<file path="src/rtl/proc_ctrl.sv">
// rtl/proc_ctrl.sv - command sequencer driving iteration beats into the accumulate datapath
module proc_ctrl #(
    parameter int unsigned PIPE_LAT = 4
) (
    input  logic        clk,
    input  logic        nRESET,
    input  logic [3:0]  proc_cmd,
    input  logic [31:0] niter,
    input  logic        dp_ready,
    output logic        dp_valid,
    output logic [31:0] dp_iter,
    output logic        dp_clr,
    output logic [3:0]  proc_status,
    output logic [31:0] proc_cycles
);

    typedef enum logic [2:0] {
        S_IDLE  = 3'd0,
        S_CLR   = 3'd1,
        S_RUN   = 3'd2,
        S_DRAIN = 3'd3,
        S_DONE  = 3'd4
    } state_t;

    localparam logic [3:0] CMD_START = 4'h1;
    localparam logic [3:0] CMD_ABORT = 4'h2;
    localparam logic [3:0] CMD_CLEAR = 4'h3;
    localparam logic [7:0] DRAIN_LOAD = 8'(PIPE_LAT);

    state_t      state;
    state_t      state_n;
    logic [3:0]  cmd_d;
    logic [31:0] remaining;
    logic [7:0]  drain_cnt;
    logic        aborted;
    logic        aborted_n;
    logic        err;
    logic        err_n;
    logic        cyc_clear;
    logic        start_ev;
    logic        abort_ev;
    logic        clear_ev;
    logic        xfer;
    logic        busy;
    logic        busy_n;
    logic        done;

    // A command fires only on the cycle its value first appears on the level input.
    assign start_ev = (proc_cmd == CMD_START) && (cmd_d != CMD_START);
    assign abort_ev = (proc_cmd == CMD_ABORT) && (cmd_d != CMD_ABORT);
    assign clear_ev = (proc_cmd == CMD_CLEAR) && (cmd_d != CMD_CLEAR);

    // An abort on the same edge as an accepted beat wins, so that beat is not counted.
    assign xfer   = (state == S_RUN) && dp_valid && dp_ready && !abort_ev;
    assign busy   = (state == S_CLR) || (state == S_RUN) || (state == S_DRAIN);
    assign busy_n = (state_n == S_CLR) || (state_n == S_RUN) || (state_n == S_DRAIN);

    // Previous command value used for edge detection.
    always_ff @(posedge clk or negedge nRESET) begin
        if (!nRESET) begin
            cmd_d <= 4'h0;
        end else begin
            cmd_d <= proc_cmd;
        end
    end

    // State register.
    always_ff @(posedge clk or negedge nRESET) begin
        if (!nRESET) begin
            state <= S_IDLE;
        end else begin
            state <= state_n;
        end
    end

    // Next-state decode plus sticky flag and cycle-counter clear decisions.
    always_comb begin
        state_n   = state;
        aborted_n = aborted;
        err_n     = err;
        cyc_clear = 1'b0;
        case (state)
            S_IDLE, S_DONE: begin
                if (start_ev) begin
                    aborted_n = 1'b0;
                    if (niter == 32'd0) begin
                        err_n   = 1'b1;
                        state_n = S_IDLE;
                    end else begin
                        err_n     = 1'b0;
                        cyc_clear = 1'b1;
                        state_n   = S_CLR;
                    end
                end else if (clear_ev) begin
                    aborted_n = 1'b0;
                    err_n     = 1'b0;
                    state_n   = S_IDLE;
                end
            end
            S_CLR: begin
                if (abort_ev) begin
                    aborted_n = 1'b1;
                    state_n   = S_IDLE;
                end else begin
                    state_n = S_RUN;
                end
            end
            S_RUN: begin
                if (abort_ev) begin
                    aborted_n = 1'b1;
                    state_n   = S_IDLE;
                end else if (xfer && (remaining == 32'd1)) begin
                    state_n = S_DRAIN;
                end
            end
            S_DRAIN: begin
                if (abort_ev) begin
                    aborted_n = 1'b1;
                    state_n   = S_IDLE;
                end else if (drain_cnt == 8'd0) begin
                    state_n = S_DONE;
                end
            end
            default: begin
                state_n = S_IDLE;
            end
        endcase
    end

    // Beat index, remaining count and drain countdown.
    always_ff @(posedge clk or negedge nRESET) begin
        if (!nRESET) begin
            remaining <= 32'd0;
            dp_iter   <= 32'd0;
            drain_cnt <= 8'd0;
        end else begin
            if (state == S_CLR) begin
                remaining <= niter;
                dp_iter   <= 32'd0;
            end else if (xfer) begin
                remaining <= remaining - 32'd1;
                dp_iter   <= dp_iter + 32'd1;
                if (remaining == 32'd1) begin
                    drain_cnt <= DRAIN_LOAD;
                end
            end
            if ((state == S_DRAIN) && (drain_cnt != 8'd0)) begin
                drain_cnt <= drain_cnt - 8'd1;
            end
        end
    end

    // Registered handshake, clear pulse and status bits, all derived from the next state.
    always_ff @(posedge clk or negedge nRESET) begin
        if (!nRESET) begin
            dp_valid <= 1'b0;
            dp_clr   <= 1'b0;
            aborted  <= 1'b0;
            err      <= 1'b0;
            done     <= 1'b0;
        end else begin
            dp_valid <= (state_n == S_RUN);
            dp_clr   <= (state_n == S_CLR);
            aborted  <= aborted_n;
            err      <= err_n;
            done     <= (state_n == S_DONE);
        end
    end

    // Busy flag as seen by the host.
    logic busy_q;
    always_ff @(posedge clk or negedge nRESET) begin
        if (!nRESET) begin
            busy_q <= 1'b0;
        end else begin
            busy_q <= busy_n;
        end
    end

    assign proc_status = {err, aborted, done, busy_q};

    // Elapsed busy cycles: restarted by an accepted START, saturating, frozen while idle.
    always_ff @(posedge clk or negedge nRESET) begin
        if (!nRESET) begin
            proc_cycles <= 32'd0;
        end else if (cyc_clear) begin
            proc_cycles <= 32'd0;
        end else if (busy && (proc_cycles != 32'hFFFF_FFFF)) begin
            proc_cycles <= proc_cycles + 32'd1;
        end
    end

endmodule

</file>
<file path="config.mk">
export PLATFORM = sky130hd
export DESIGN_NAME = proc_ctrl
export DESIGN_NICKNAME = d
export VERILOG_FILES = /design/src/rtl/proc_ctrl.sv
export SDC_FILE = /design/constraint.sdc
export NUM_CORES = 1
export LEC_CHECK = 0
export CORE_MARGIN = 5
export CORE_UTILIZATION = 45
export DETAILED_ROUTE_END_ITERATION = 12
export MAX_ROUTING_LAYER = met4
export PLACE_DENSITY = 0.74
export SLEW_MARGIN = 25
export SYNTH_ARGS = -nofsm -noshare
export SYNTH_HDL_FRONTEND = slang
export SYNTH_SLANG_ARGS = --single-unit
</file>
<file path="constraint.sdc">
create_clock -name clk -period 2.8 [get_ports clk]
set_input_delay 0.56 -clock clk [delete_from_list [all_inputs] [get_ports clk]]
set_output_delay 0.56 -clock clk [all_outputs]
set_load 0.05 [all_outputs]
</file>
==> summary.md <==
| Metric | Value |
|---|---|
| Outcome | `completed` |
| Number of global-route vias before repair | `5,955` |
| EDFF count, synth | `0` |
| Synth top area share | `0.4580` |
| Share of layout cells above drive strength 1 | `0.1020` |
| Vias per Instance | `6.085` |
| Final number of hold-violating endpoints | `0` |
| Leakage | `3.361 nW` |
| Slowest CP cell | `or4b_2` |
| Slew of the pin with the lowest slew margin | `0.6713 ns` |
| Seq/Total Area, Yosys | `0.4580` |
| Final Net Count | `845` |
| Metal2 WL | `8078 µm` |
| Post-Syn Instances | `692` |
| WP buf/inv | `2` |
| Critical path's largest stage delay | `0.79 ns` |
| Cts bufs inserted | `17` |
| Routed wl met3 | `1101 µm` |
| Commonest non-fill, non-tap cells in the layout | `117 x dfrtp_1, 107 x clkdlybuf4s50_1, 66 x nand2_1` |
| HPWL reported at the end of detailed placement | `11,940 µm` |
| TritonRoute pass-1 iters | `5` |
| Final setup viols | `0` |
| Clock sinks | `117` |
| Peak VDD IR | `428.3 µV` |
| H-tree Lvls | `4` |
| Post-layout min period | `2.614 ns` |
| Post-synth ARST share | `1.000` |
| Highest Signal Layer | `met4` |
| Type of the most critical hold path | `in -> async` |
| Synth warn | `0` |
| Ranking of synthesized cells by area | `dfrtp_1 46%, nand2_1 3.9%, xor2_1 3.4%, nor2_1 3.3%, o21ai_0 3.1%` |
| Setup TNS | `0 ns` |
| Fillers | `1,194` |
| WL/cell | `17.40 µm` |
| Period utilization | `0.9335` |
| CTS hold repair buffers | `0` |
| CP Data Required Time | `3.07 ns` |
| Die Span X | `129.2 µm` |
| ANT cells | `0` |
| Max Slew Vio Count | `0` |
| Clock Tree Root | `clkbuf_16` |
| R2R Path End | `remaining[25]` |
| CTS tree | `done` |
| R2r startpoint | `cmd_d[0]` |
| Most common cell after layout, fill and taps aside | `dfrtp_1` |
| Area added between synthesis and finish | `31.00%` |
| Clk buf depth | `2` |
| Largest net degree at the start of global routing | `118` |
| Synth Area per Inst | `9.238 µm²` |
| Final ANT Viol Nets | `0` |
| Placeable Area | `13,880 µm²` |
| Routability cong. | `0.8985` |
| Unique masters post-synth | `62` |
| Max_cap viols | `0` |
| RSZ-0062 raised after global routing | `false` |
| Final core utilization | `0.6033` |
| R2R cell count | `7` |
| Row count | `43` |
| Slew Limit Headroom | `0.5525` |
| Clock Skew | `0.007515 ns` |
| Top cell type by total area after synthesis | `dfrtp_1` |
| Gr ovfl total | `0` |
| CP endpoint kind | `register` |
| Post-Route WL | `17,290 µm` |
| CP Class | `reg -> reg` |
| Worst setup SP type | `register` |
| PostCTS Resize Cnt | `0` |
| DRC Markers | `0` |
| First DRT Iteration DRCs | `698` |
| Mapped Nets | `736` |
| Port Buffers | `108` |
| Critical Path AT | `2.88 ns` |
| Post-CTS setup buffers | `0` |
| Syn Std Cell Area | `6392 µm²` |
| Clock Latency Late Sink | `0.41 ns` |
| Initial antenna violation count | `0` |
| All-layer global routing usage | `0.2239` |
| Ys flop type | `dfrtp_1` |
| # IOs | `109` |
| Clock Pin Slew Worst Setup and Hold Paths | `0.05 ns` |
| PD cells | `825.2 nW/µm²` |
| Internal reg-to-reg setup slack | `0.19 ns` |
| Total die area | `16,690 µm²` |
| Yosys reg bits | `117` |
| CP max FO | `29` |
| Starting Density | `0.4605` |
| Vias | `6,048` |
| Cells along the critical path | `or4b_2 > a211oi_2 > buf_12 > nand3_1 > buf_4 > o311ai_0 > o211ai_1` |
| Die Height | `129.2 µm` |
| Fmax | `382.6 MHz` |
| First-pass GRT wire length | `29,480 µm` |
| CP top delay family | `simple AND/OR/NAND/NOR gates` |
| Metal-1 WL | `7792 µm` |
-- metrics by stage --
stage / hold slack, ns / cell area (µm²) / power (mW) / cells / worst slack [ns]
floorplan: 0.2644 / 6392 / 3.863 / 692 / 0.2839
global placement: 0.4849 / 7739 / 4.487 / 962 / 0.1391
detailed placement: 0.4913 / 7739 / 4.575 / 962 / 0.05522
CTS: 0.2679 / 8374 / 6.931 / 994 / 0.1949
global route: 0.2780 / 8374 / 7.278 / 994 / 0.005821
finish: 0.1992 / 8374 / 6.911 / 994 / 0.1862
-- power by group --
| group | switching (mW) | internal [mW] | leakage (nW) |
|---|---|---|---|
| clock network | 0.754 | 1.58 | 0.313 |
| registers | 0.457 | 2.06 | 1.53 |
| logic | 1.24 | 0.823 | 1.52 |
| total | 2.45 | 4.46 | 3.36 |
-- synth_stat cells, types with 7 or more instances --
library cell	count
o31ai_1	14
dfrtp_1	117
or2_2	7
o211ai_1	13
nor4_1	31
clkbuf_1	28
a21oi_1	34
or3_1	28
nand2_1	66
nand3_1	37
or4_1	15
nor3_1	12
o21ai_0	40
nand4_1	23
xnor2_1	12
nor2_1	57
a221o_1	9
and4_1	9
inv_1	10
and3_1	13
xor2_1	25
-- how the worst max path moves through the flow --
stage	startpoint	endpoint	slack, ns	depth (start not counted)
finish	cmd_d[0]	remaining[25]	0.19	7
global route	cmd_d[0]	remaining[25]	0.006	7
CTS	cmd_d[0]	remaining[25]	0.19	7
detailed placement	dp_ready	remaining[25]	0.06	9
global placement	dp_ready	remaining[25]	0.14	9
floorplan	remaining[8]	remaining[18]	0.28	8
-- final cells by class --
cell class	instances	area [µm²]	share of cell area
clock inverter	9	147.6	0.01763
multi-input combinational	521	3237	0.3865
inverter	10	37.54	0.004482
timing repair buffer	134	1311	0.1566
sequential	117	2928	0.3496
clock buffer	23	488.0	0.05827
tap	180	225.2	0.02689
-- state kept, by name (all words and copies together) (netlist names) --
name / flops
dp_iter: 32
proc_cycles: 32
remaining: 32
drain_cnt: 8
cmd_d: 4
state: 3
aborted: 1
busy_q: 1
done: 1
dp_clr: 1
dp_valid: 1
err: 1
-- per-layer routing --
metal | vias to the layer above | GRT usage
met3 | 33 | 0.05111
met2 | 228 | 0.3372
met5 | - | -
met1 | 2965 | 0.3006
met4 | 0 | 0.07350
li1 | 2822 | -
-- logic make-up (layout without fill, tap and decap cells) --
family | Yosys count | in the layout | synth area share
adders and majority gates | 5 | 5 | 0.009787
and+or+nand+nor | 323 | 323 | 0.2732
buffers and inverters | 54 | 176 | 0.03836
xor gates and xnor gates | 37 | 37 | 0.05069
AOI/OAI and AO/OA | 151 | 151 | 0.1621
muxes | 5 | 5 | 0.007830
DFF | 117 | 117 | 0.4580
(Power assumes the default switching activity.)
